==> src/rtl/iic_pkg.sv <==
// Shared definitions for the I2C register slave: FSM state encoding,
// bus ACK/NACK levels, default device address and the write-strobe payload.
// Optional feature macro: IIC_SLAVE_READ_EN (adds the RDATA/RDATA_ACK states).
package iic_pkg;

  localparam int unsigned DATA_W    = 8;
  localparam int unsigned REG_DEPTH = 256;

  localparam logic [6:0] DEF_SLAVE_ADDR = 7'h5D;

  // SDA levels as seen on the bus
  localparam logic ACK_LVL  = 1'b0;
  localparam logic NACK_LVL = 1'b1;

  typedef enum logic [3:0] {
    ST_IDLE,
    ST_ADDR,
    ST_ADDR_ACK,
    ST_SUB,
    ST_SUB_ACK,
    ST_WDATA,
    ST_WDATA_ACK
`ifdef IIC_SLAVE_READ_EN
    ,
    ST_RDATA,
    ST_RDATA_ACK
`endif
  } iic_state_e;

  // Register-file write strobe payload
  typedef struct packed {
    logic [DATA_W-1:0] addr;
    logic [DATA_W-1:0] data;
  } reg_wr_t;

endpackage

==> src/rtl/iic_slave_regs_if.sv <==
// I2C pad bundle between the bus side (master modport) and the slave.
//   iic_scl    : bus clock level
//   iic_sda_i  : bus data level
//   iic_sda_oe : 1 = slave pulls SDA low (open drain, never drives high)
interface iic_slave_regs_if;
  logic iic_scl;
  logic iic_sda_i;
  logic iic_sda_oe;

  modport master (output iic_scl, output iic_sda_i, input iic_sda_oe);
  modport slave  (input iic_scl, input iic_sda_i, output iic_sda_oe);
endinterface

==> src/rtl/iic_in_filter.sv <==
// Two-FF synchronizer followed by a glitch filter: dout only moves to a new
// level after FILTER_LEN consecutive synchronized samples of that level.
// Pad-to-dout latency is 2+FILTER_LEN clk. Resets to level 1 (idle bus).
//   clk, rst : system clock, synchronous active-high reset
//   din      : asynchronous pad level
//   dout     : filtered level
module iic_in_filter #(
  parameter int unsigned FILTER_LEN = 3
) (
  input  logic clk,
  input  logic rst,
  input  logic din,
  output logic dout
);

  localparam int unsigned CNT_W = (FILTER_LEN > 1) ? $clog2(FILTER_LEN + 1) : 1;

  logic [1:0]       sync;
  logic [CNT_W-1:0] cnt;

  // cnt counts consecutive samples that differ from the current output
  always_ff @(posedge clk) begin
    if (rst) begin
      sync <= 2'b11;
      cnt  <= '0;
      dout <= 1'b1;
    end else begin
      sync <= {sync[0], din};
      if (sync[1] == dout) begin
        cnt <= '0;
      end else if (cnt == CNT_W'(FILTER_LEN - 1)) begin
        dout <= sync[1];
        cnt  <= '0;
      end else begin
        cnt <= cnt + CNT_W'(1);
      end
    end
  end

endmodule

==> src/rtl/iic_slave_regs.sv <==
// I2C slave exposing a 256x8 register file with an auto-incrementing pointer.
// Write frame: ADDR(W), pointer, data... ; read frame (IIC_SLAVE_READ_EN):
// ADDR(R) then bytes from regfile[pointer]. Without IIC_SLAVE_READ_EN a read
// address is NACKed and only writes are supported.
//   clk, rst                 : system clock, synchronous active-high reset
//   bus                      : I2C pads (scl, sda level, sda pull-down enable)
//   reg_wr_en/addr/data      : one-clk strobe per accepted write byte
//   user_addr / user_rdata   : local read port, 1-clk latency
//   busy                     : high from address match until STOP / foreign START
module iic_slave_regs
  import iic_pkg::*;
#(
  parameter logic [6:0]  SLAVE_ADDR = DEF_SLAVE_ADDR,
  parameter int unsigned FILTER_LEN = 3
) (
  input  logic              clk,
  input  logic              rst,
  iic_slave_regs_if.slave   bus,
  output logic              reg_wr_en,
  output logic [DATA_W-1:0] reg_wr_addr,
  output logic [DATA_W-1:0] reg_wr_data,
  input  logic [DATA_W-1:0] user_addr,
  output logic [DATA_W-1:0] user_rdata,
  output logic              busy
);

  logic scl_f, sda_f, scl_d, sda_d;
  logic scl_rise, scl_fall, start_det, stop_det;

  iic_in_filter #(.FILTER_LEN(FILTER_LEN)) u_scl_filt (
    .clk(clk), .rst(rst), .din(bus.iic_scl), .dout(scl_f)
  );
  iic_in_filter #(.FILTER_LEN(FILTER_LEN)) u_sda_filt (
    .clk(clk), .rst(rst), .din(bus.iic_sda_i), .dout(sda_f)
  );

  // Previous filtered levels for edge / START / STOP detection
  always_ff @(posedge clk) begin
    if (rst) begin
      scl_d <= 1'b1;
      sda_d <= 1'b1;
    end else begin
      scl_d <= scl_f;
      sda_d <= sda_f;
    end
  end

  assign scl_rise  = scl_f & ~scl_d;
  assign scl_fall  = ~scl_f & scl_d;
  assign start_det = scl_f & scl_d & sda_d & ~sda_f;
  assign stop_det  = scl_f & scl_d & ~sda_d & sda_f;

  iic_state_e        state_q, state_n;
  logic [2:0]        bit_cnt_q, bit_cnt_n;
  logic [DATA_W-1:0] shift_q, shift_n;
  logic [DATA_W-1:0] ptr_q, ptr_n;
  logic              oe_q, oe_n;
  logic              busy_q, busy_n;
  logic              wr_en_q, wr_en_n;
  reg_wr_t           wr_q, wr_n;
  logic [DATA_W-1:0] regfile [REG_DEPTH];
  logic [DATA_W-1:0] rdata_q;

  logic [DATA_W-1:0] byte_in;
  logic              byte_done;
  logic              addr_ok;

  assign byte_in   = {shift_q[6:0], sda_f};
  assign byte_done = scl_rise & (bit_cnt_q == 3'd7);
`ifdef IIC_SLAVE_READ_EN
  assign addr_ok   = (byte_in[7:1] == SLAVE_ADDR);
`else
  assign addr_ok   = (byte_in[7:1] == SLAVE_ADDR) & ~byte_in[0];
`endif

`ifdef IIC_SLAVE_READ_EN
  logic              rw_q, rw_n;
  logic [DATA_W-1:0] tx_q, tx_n;
  logic [DATA_W-1:0] rd_cur, rd_nxt;
  assign rd_cur = regfile[ptr_q];
  assign rd_nxt = regfile[ptr_q + DATA_W'(1)];
`endif

  // State register
  always_ff @(posedge clk) begin
    if (rst) state_q <= ST_IDLE;
    else     state_q <= state_n;
  end

  // Next state; ACK states use oe_q to tell the drive fall from the release fall
  always_comb begin
    state_n = state_q;
    if (start_det) begin
      state_n = ST_ADDR;
    end else if (stop_det) begin
      state_n = ST_IDLE;
    end else begin
      case (state_q)
        ST_ADDR:      if (byte_done) state_n = addr_ok ? ST_ADDR_ACK : ST_IDLE;
        ST_ADDR_ACK: begin
          if (scl_fall && oe_q) begin
`ifdef IIC_SLAVE_READ_EN
            state_n = rw_q ? ST_RDATA : ST_SUB;
`else
            state_n = ST_SUB;
`endif
          end
        end
        ST_SUB:       if (byte_done) state_n = ST_SUB_ACK;
        ST_SUB_ACK:   if (scl_fall && oe_q) state_n = ST_WDATA;
        ST_WDATA:     if (byte_done) state_n = ST_WDATA_ACK;
        ST_WDATA_ACK: if (scl_fall && oe_q) state_n = ST_WDATA;
`ifdef IIC_SLAVE_READ_EN
        ST_RDATA:     if (byte_done) state_n = ST_RDATA_ACK;
        ST_RDATA_ACK: if (scl_rise) state_n = (sda_f == ACK_LVL) ? ST_RDATA : ST_IDLE;
`endif
        default:      state_n = state_q;
      endcase
    end
  end

  // Output / datapath next values
  always_comb begin
    oe_n      = oe_q;
    busy_n    = busy_q;
    ptr_n     = ptr_q;
    shift_n   = shift_q;
    bit_cnt_n = bit_cnt_q;
    wr_en_n   = 1'b0;
    wr_n      = wr_q;
`ifdef IIC_SLAVE_READ_EN
    rw_n      = rw_q;
    tx_n      = tx_q;
`endif
    if (start_det) begin
      oe_n      = 1'b0;
      bit_cnt_n = '0;
    end else if (stop_det) begin
      oe_n      = 1'b0;
      busy_n    = 1'b0;
      bit_cnt_n = '0;
    end else begin
      if (scl_rise) begin
        shift_n   = byte_in;
        bit_cnt_n = bit_cnt_q + 3'd1;
      end
      case (state_q)
        ST_ADDR: begin
          if (byte_done) begin
            busy_n = addr_ok;
`ifdef IIC_SLAVE_READ_EN
            rw_n   = byte_in[0];
`endif
          end
        end
        ST_ADDR_ACK, ST_SUB_ACK, ST_WDATA_ACK: begin
          if (scl_fall) begin
            oe_n = ~oe_q;
            if (oe_q) begin
              bit_cnt_n = '0;
              if (state_q == ST_WDATA_ACK) ptr_n = ptr_q + DATA_W'(1);
`ifdef IIC_SLAVE_READ_EN
              // Read frame: first data bit goes out on the same fall that ends ACK
              if (state_q == ST_ADDR_ACK && rw_q) begin
                tx_n = rd_cur;
                oe_n = ~rd_cur[7];
              end
`endif
            end
          end
        end
        ST_SUB:   if (byte_done) ptr_n = byte_in;
        ST_WDATA: begin
          if (byte_done) begin
            wr_en_n = 1'b1;
            wr_n    = '{addr: ptr_q, data: byte_in};
          end
        end
`ifdef IIC_SLAVE_READ_EN
        ST_RDATA: if (scl_fall) oe_n = ~tx_q[3'd7 - bit_cnt_q];
        ST_RDATA_ACK: begin
          if (scl_fall) begin
            oe_n = 1'b0;
          end else if (scl_rise) begin
            ptr_n     = ptr_q + DATA_W'(1);
            bit_cnt_n = '0;
            if (sda_f == ACK_LVL) tx_n = rd_nxt;
          end
        end
`endif
        default: ;
      endcase
    end
  end

  // Datapath registers
  always_ff @(posedge clk) begin
    if (rst) begin
      oe_q      <= 1'b0;
      busy_q    <= 1'b0;
      ptr_q     <= '0;
      shift_q   <= '0;
      bit_cnt_q <= '0;
      wr_en_q   <= 1'b0;
      wr_q      <= '0;
`ifdef IIC_SLAVE_READ_EN
      rw_q      <= 1'b0;
      tx_q      <= '0;
`endif
    end else begin
      oe_q      <= oe_n;
      busy_q    <= busy_n;
      ptr_q     <= ptr_n;
      shift_q   <= shift_n;
      bit_cnt_q <= bit_cnt_n;
      wr_en_q   <= wr_en_n;
      wr_q      <= wr_n;
`ifdef IIC_SLAVE_READ_EN
      rw_q      <= rw_n;
      tx_q      <= tx_n;
`endif
    end
  end

  // Register file; a same-cycle user read of the written address sees old data
  always_ff @(posedge clk) begin
    if (rst) begin
      for (int i = 0; i < int'(REG_DEPTH); i++) regfile[i] <= '0;
      rdata_q <= '0;
    end else begin
      if (wr_en_n) regfile[wr_n.addr] <= wr_n.data;
      rdata_q <= regfile[user_addr];
    end
  end

  assign bus.iic_sda_oe = oe_q;
  assign reg_wr_en      = wr_en_q;
  assign reg_wr_addr    = wr_q.addr;
  assign reg_wr_data    = wr_q.data;
  assign user_rdata     = rdata_q;
  assign busy           = busy_q;

endmodule

==> src/flat_wrapper.sv <==
// flat-port wrapper written by rule: the top's interface ports become plain ports
module iic_slave_regs_flat import iic_pkg::*;
#(
  parameter logic [6:0]  SLAVE_ADDR = DEF_SLAVE_ADDR,
  parameter int unsigned FILTER_LEN = 3
)
  (clk, rst, reg_wr_en, reg_wr_addr, reg_wr_data, user_addr, user_rdata, busy, bus_iic_scl, bus_iic_sda_i, bus_iic_sda_oe);
  iic_slave_regs_if bus_i ();
  input  logic clk;
  input  logic rst;
  output logic reg_wr_en;
  output logic [DATA_W-1:0] reg_wr_addr;
  output logic [DATA_W-1:0] reg_wr_data;
  input  logic [DATA_W-1:0] user_addr;
  output logic [DATA_W-1:0] user_rdata;
  output logic busy;
  input wire logic [$bits(bus_i.iic_scl)-1:0] bus_iic_scl;
  input wire logic [$bits(bus_i.iic_sda_i)-1:0] bus_iic_sda_i;
  output wire logic [$bits(bus_i.iic_sda_oe)-1:0] bus_iic_sda_oe;
  assign bus_i.iic_scl = bus_iic_scl;
  assign bus_i.iic_sda_i = bus_iic_sda_i;
  assign bus_iic_sda_oe = bus_i.iic_sda_oe;
  iic_slave_regs #(.SLAVE_ADDR(SLAVE_ADDR), .FILTER_LEN(FILTER_LEN)) u_core (.clk(clk), .rst(rst), .bus(bus_i), .reg_wr_en(reg_wr_en), .reg_wr_addr(reg_wr_addr), .reg_wr_data(reg_wr_data), .user_addr(user_addr), .user_rdata(user_rdata), .busy(busy));
endmodule
==> config.mk <==
export PLATFORM = sky130hd
export DESIGN_NAME = iic_slave_regs_flat
export DESIGN_NICKNAME = d
export VERILOG_FILES = /design/src/rtl/iic_pkg.sv /design/src/rtl/iic_slave_regs_if.sv /design/src/rtl/iic_in_filter.sv /design/src/rtl/iic_slave_regs.sv /design/src/flat_wrapper.sv
export SDC_FILE = /design/constraint.sdc
export NUM_CORES = 2
export LEC_CHECK = 0
export BUFFER_PORTS_ARGS = -buffer_cell sky130_fd_sc_hd__buf_4
export CORE_MARGIN = 2
export CORE_UTILIZATION = 55
export DETAILED_ROUTE_END_ITERATION = 8
export PLACE_DENSITY = 0.71
export SLEW_MARGIN = 20
export SYNTH_ARGS = -nofsm -noshare
export SYNTH_HDL_FRONTEND = slang
export SYNTH_SLANG_ARGS = --single-unit
==> constraint.sdc <==
create_clock -name clk -period 3.2 [get_ports clk]
set_clock_uncertainty 0.05 [all_clocks]
set_input_delay 0.16 -clock clk [delete_from_list [all_inputs] [get_ports clk]]
set_output_delay 0.16 -clock clk [all_outputs]
set_load 0.05 [all_outputs]
==> Word level (Yosys, flattened, before mapping) <==
Memories as Yosys holds them, arrays and structs flattened. A register that Yosys moved wholly into a read port is not among the register bits.
Cells that the tools add are included.
{ "word_totals": {"regBits": 53, "ramBits": 2048, "input_bits": 12, "out_inout_bits": 27, "elab_cells": 123, "memories": 1} }
{ "mem_list": {"columns": ["name", "depth", "word_bits", "read_ports", "rd_ports_with_merged_regs", "wr", "line_no", "source"], "rows": [
  ["u_core.regfile", 256, 8, 1, 1, 256, "iic_slave_regs.sv:61", "logic [DATA_W-1:0] regfile [REG_DEPTH];"]
]} }
{ "classes": {"addsub": 4, "n_eq_ne": 25, "mux": 37, "bitwise_logic": 18, "n_reduce_logical": 20} }
{ "op_table": {"columns": ["operator", "n"], "rows": [
  ["two-way mux 16 bit", 4],
  ["two-way mux 8 bit", 6],
  ["two-way mux 4 bit", 5],
  ["inequality test 4 x 1 -> 1 bit, second input constant", 5],
  ["case mux 4 bit (5 select lines)", 1],
  ["inequality test 2 x 1 -> 1 bit, second input constant", 8],
  ["case mux 8 bit (2 select lines)", 1],
  ["two-way mux 1 bit", 15],
  ["equality test 4 x 3 -> 1 bit, second input constant", 3],
  ["two-way mux 3 bit", 4],
  ["AND reduction 6 bit", 2],
  ["OR reduction 3 bit", 4],
  ["AND 1 bit", 9],
  ["NOT 1 bit", 9],
  ["adder 8 x 1 -> 8 bit, second input constant", 1],
  ["equality test 4 x 2 -> 1 bit, second input constant", 2],
  ["OR reduction 8 bit", 1],
  ["equality test 7 bit, second input constant", 1],
  ["AND reduction 7 bit", 1],
  ["nonzero test 7 bit", 1],
  ["AND reduction 2 bit", 3],
  ["AND reduction 3 bit", 2],
  ["nonzero test 2 bit", 3],
  ["nonzero test 5 bit", 1],
  ["other kinds (9)", 12]
]} }

==> Logic depth before layout (Yosys ltp) <==
{ "logic_depth": {"word_depth": 12, "mapped_depth": 12, "mapped_depth_nobuf": 8} }

==> Modules after synthesis <==
From an unflattened synthesis, not the netlist that was laid out.
{ "hier_totals": {"cells_unflattened": 6787, "hier_area_um2": 93434.6} }
{ "by_module_without_submodules": {"columns": ["mod", "n_inst", "cells_each", "area_per_inst_um2", "seq_area_each_um2"], "rows": [
  ["iic_slave_regs", 1, 6759, 93101.8, 62499.9],
  ["iic_in_filter", 2, 14, 166.4, 100.1]
]} }

==> Worst setup path before layout <==
OpenSTA, ideal clock, no wires.
{ "synth_timing": {"kind": "reg-to-reg", "from": "register u_core.bit_cnt_q[0]", "to": "memory u_core.regfile[144][0], enable pin", "setup_time_ns": 0.334, "arrival_time_ns": 2.499, "required_time_ns": 2.816, "path_slack_ns": 0.317, "stages_incl_launch_ff": 12, "path_buffers": 3, "period_less_slack_ns": 2.883, "path_cell_list": "dfxtp_1 -> ha_1 -> ha_1 -> nand4b_1 -> nor2_4 -> buf_6 -> buf_6 -> mux2_2 -> nor2_2 -> buf_2 -> nand2_1 -> nand2b_1"} }
{ "synth_rtl": {"columns": ["item", "line_no", "source"], "rows": [
  ["start, declared", "iic_slave_regs.sv:54", "logic [2:0] bit_cnt_q, bit_cnt_n;"],
  ["start signal, assigned", "iic_slave_regs.sv:215", "bit_cnt_q <= bit_cnt_n;"],
  ["end, declared", "iic_slave_regs.sv:61", null]
]} }

==> out/results.ini <==
[pwr]
ir_drop_uv=633
powerDensity_mw_per_mm2=558
p_leak_uw=0.0342

[place]
hpwl_um=184000
io_buffers=38
pre_cts_slack_ns=-0.293
gp_congestion=0.930

[critical_path]
cp.required_ns=3.71
worstPathMaxFanout=9
start_kind=register
crit_chain=ha_1, ha_1, nand4b_1, nor2_4, buf_4, mux2_2, nor3_1, buf_4, nand2_1, nand2b_1, buf_12
cpPeakStageDelay_ns=0.46
arrival_ns=3.62
cp-end-kind=register
slowest_stage=mux2_2
crit_type=register to register

[drt]
first_pass_iters=6
drt-initial-drc-count=9523
wl_per_cell_um=28.3
post-route-drc-count=0
routed_wl_um=272000
ant_nets=0
viasPerCell=6.39
vias=61300

[sta]
max_slew_margin_pct=36.9
setup_viol=0
grt_setup_unrepaired=true
worst_pin_slew_ns=0.923
slew_viol_final=0
hold_viol=0
finalCritPeriodShare_pct=97.3
fmax_mhz=321
fin_ws_ns=0.0869
min_period_ns=3.11

[grt]
gr-total-overflow=0
grtUsageTotal_pct=31.2
antenna_found_initial=11
grt_pass1_wl_um=394000
first_global_vias=58800
grt_max_degree=156

[die]
fp-row-count=150
core_mm2=0.168
dieArea_mm2=0.172
dieHeight_um=415
start_util_pct=55.5
io_pins=39
die_w_um=415

[synthesis]
async_flop_share_pct=0
syn-num-nets=6855
synth.largest_area_cell=edfxtp_1
netlist_instances=6838
synth.distinct_cells=70
syn_area_per_cell_um2=13.6
synth-edff-count=2048
ys_seq_elements=2108
syn_area_mm2=0.0930
ys_top_cells_by_area=edfxtp_1 66%, mux4_2 9.2%, nor2_1 8.8%
ys_seq_area_share_pct=67.4
synth_ff_type=edfxtp_1
synth_warnings=0
synth_top_area_share_pct=66.1

[run_status]
status=finished clean

[finish]
nets=7226
area_growth_pct=15.2
final_util_pct=63.9
drive_gt1_share_pct=22.1

[clock_network]
h-tree-depth=4
clock_latency_ns=0.85
root_buffer=clkbuf_16
cts_buffer_depth=3
tritoncts=built
cts_buffers=204
cts.sinks=2108
clk_pin_slew_ns=0.06

[hold_path]
hp-class=input pin to register

[run]
drv_cap=0

sequential cells by signal, summed over array words and instances (netlist names), 3 cells and up:
register / cells
u_core.reg_wr_data: 8
u_core.reg_wr_addr: 8
u_core.user_rdata: 8
u_core.state_q: 3
u_core.regfile: 2048
u_core.bit_cnt_q: 3
u_core.ptr_q: 8
u_core.shift_q: 7
where the power goes:
group / internal [uW] / switching (uW) / total [uW] / leakage [uW]
Clock: 13300 / 10700 / 23900 / 0.00320
Combinational: 1550 / 2320 / 3870 / 0.0111
Sequential: 31500 / 458 / 32000 / 0.0199
Total: 46400 / 13400 / 59800 / 0.0342
per-layer routing:
layer  global-route usage [%]  routed length, um  up-vias  share of wire (%)
met4                     13.4              13100       14                4.8
met2                     48.2             126000     4210                 46
met3                     7.26              33900      647                 12
met1                     42.8              98600    30600                 36
met5                        0                 82        -              0.030
li1                         -                  -    25800                  -
area by class of cell:
| cell class | count | area [um^2] |
|---|---|---|
| Timing Repair Buffer | 683 | 6600 |
| Clock inverter | 135 | 1190 |
| Sequential cell | 2108 | 62700 |
| Antenna cell | 1 | 2.50 |
| Inverter | 12 | 47.5 |
| Clock buffer | 249 | 5380 |
| Tap cell | 2204 | 2760 |
| Multi-Input combinational cell | 4200 | 28500 |
| Fill cell | 12000 | 60500 |
worst paths after layout:
| path | start | endpoint | slack, ns | cells after the start |
|---|---|---|---|---|
| worst max-delay path | u_core.bit_cnt_q[0]$_SDFF_PP0_ | u_core.regfile[187][3]$_SDFFCE_PN0P_ | 0.09 | 11 |
| worst min-delay path | rst | u_core.state_q[0]$_SDFFE_PP0P_ | 0.11 | 3 |
| worst max register to register | u_core.bit_cnt_q[0]$_SDFF_PP0_ | u_core.regfile[187][3]$_SDFFCE_PN0P_ | 0.09 | 11 |
| worst min register to register | u_core.u_sda_filt.cnt[0]$_SDFF_PP0_ | u_core.u_sda_filt.cnt[0]$_SDFF_PP0_ | 0.36 | 1 |
cells by family after synthesis:
kind of cell | count (synthesis) | synth area share, %
AO/OA/AOI/OAI | 444 | 3.35
XOR/XNOR | 5 | 0.0471
adder cells (fa/ha/maj) | 5 | 0.0672
buffers and inverters | 530 | 2.72
flip-flops | 2108 | 67.4
multiplexers | 703 | 12.7
AND/OR/NAND/NOR | 3043 | 13.7
layout by cell type, fill, tap and decap left out, types with 16 or more instances in the layout:
cell and instances:
a21oi_1 61, a221oi_1 28, a22oi_1 89, a31oi_1 17, buf_12 114, buf_4 556, bufinv_16 16, clkbuf_1 40
clkbuf_16 209, clkinv_1 45, clkinv_2 44, dfxtp_1 60, edfxtp_1 2048, mux2_2 40, mux2i_1 277, mux4_2 378
nand2_1 308, nand2_2 26, nand2b_1 120, nand2b_2 145, nand3_1 51, nand4_1 20, nor2_1 2167, nor2b_1 20
nor3_1 73, o21ai_0 67, o221ai_1 58, o22ai_1 46
synthesized netlist by cell type, types with 17 or more instances:
cell type and count:
a21oi_1 61, a221oi_1 28, a22oi_1 89, a31oi_1 17, buf_1 30, buf_2 160
buf_4 50, buf_6 20, clkbuf_1 258, dfxtp_1 60, edfxtp_1 2048, mux2_2 40
mux2i_1 285, mux4_2 378, nand2_1 310, nand2_2 25, nand2b_1 268, nand3_1 51
nand4_1 20, nor2_1 2172, nor2b_1 23, nor3_1 80, o21ai_0 67, o221ai_1 58
o22ai_1 46
metrics by stage:
step	power, uW	hold WS, ns	cell area [um^2]	std cells	TNS (ns)
detailed placement	36300	0.297	100000	9197	-5.59
global route	61100	0.0665	107000	9591	-3.20
CTS	59800	0.0514	107000	9589	0
global placement	36200	0.297	100000	9196	-75.88
finish	59800	0.112	107000	9592	0
floorplan	34700	0.214	93000	6838	0
what timing repair did:
item                                   in CTS  in global routing
resized for setup                           4                152
buffers inserted                            0                  2
endpoints found under the hold margin      34                  0
setup endpoints to repair                  52               1597
pin swaps                                   0                  1
hold buffers                                8                  0
critical path: cells and delay by family (launching register included):
family | cells | cell delay (ns)
multiplexers | 1 | 0.46
AND/OR/NAND/NOR | 5 | 1.08
adder cells (fa/ha/maj) | 2 | 0.32
flip-flops | 1 | 0.35
buffers and inverters | 3 | 0.57
(Power assumes the default switching activity.)
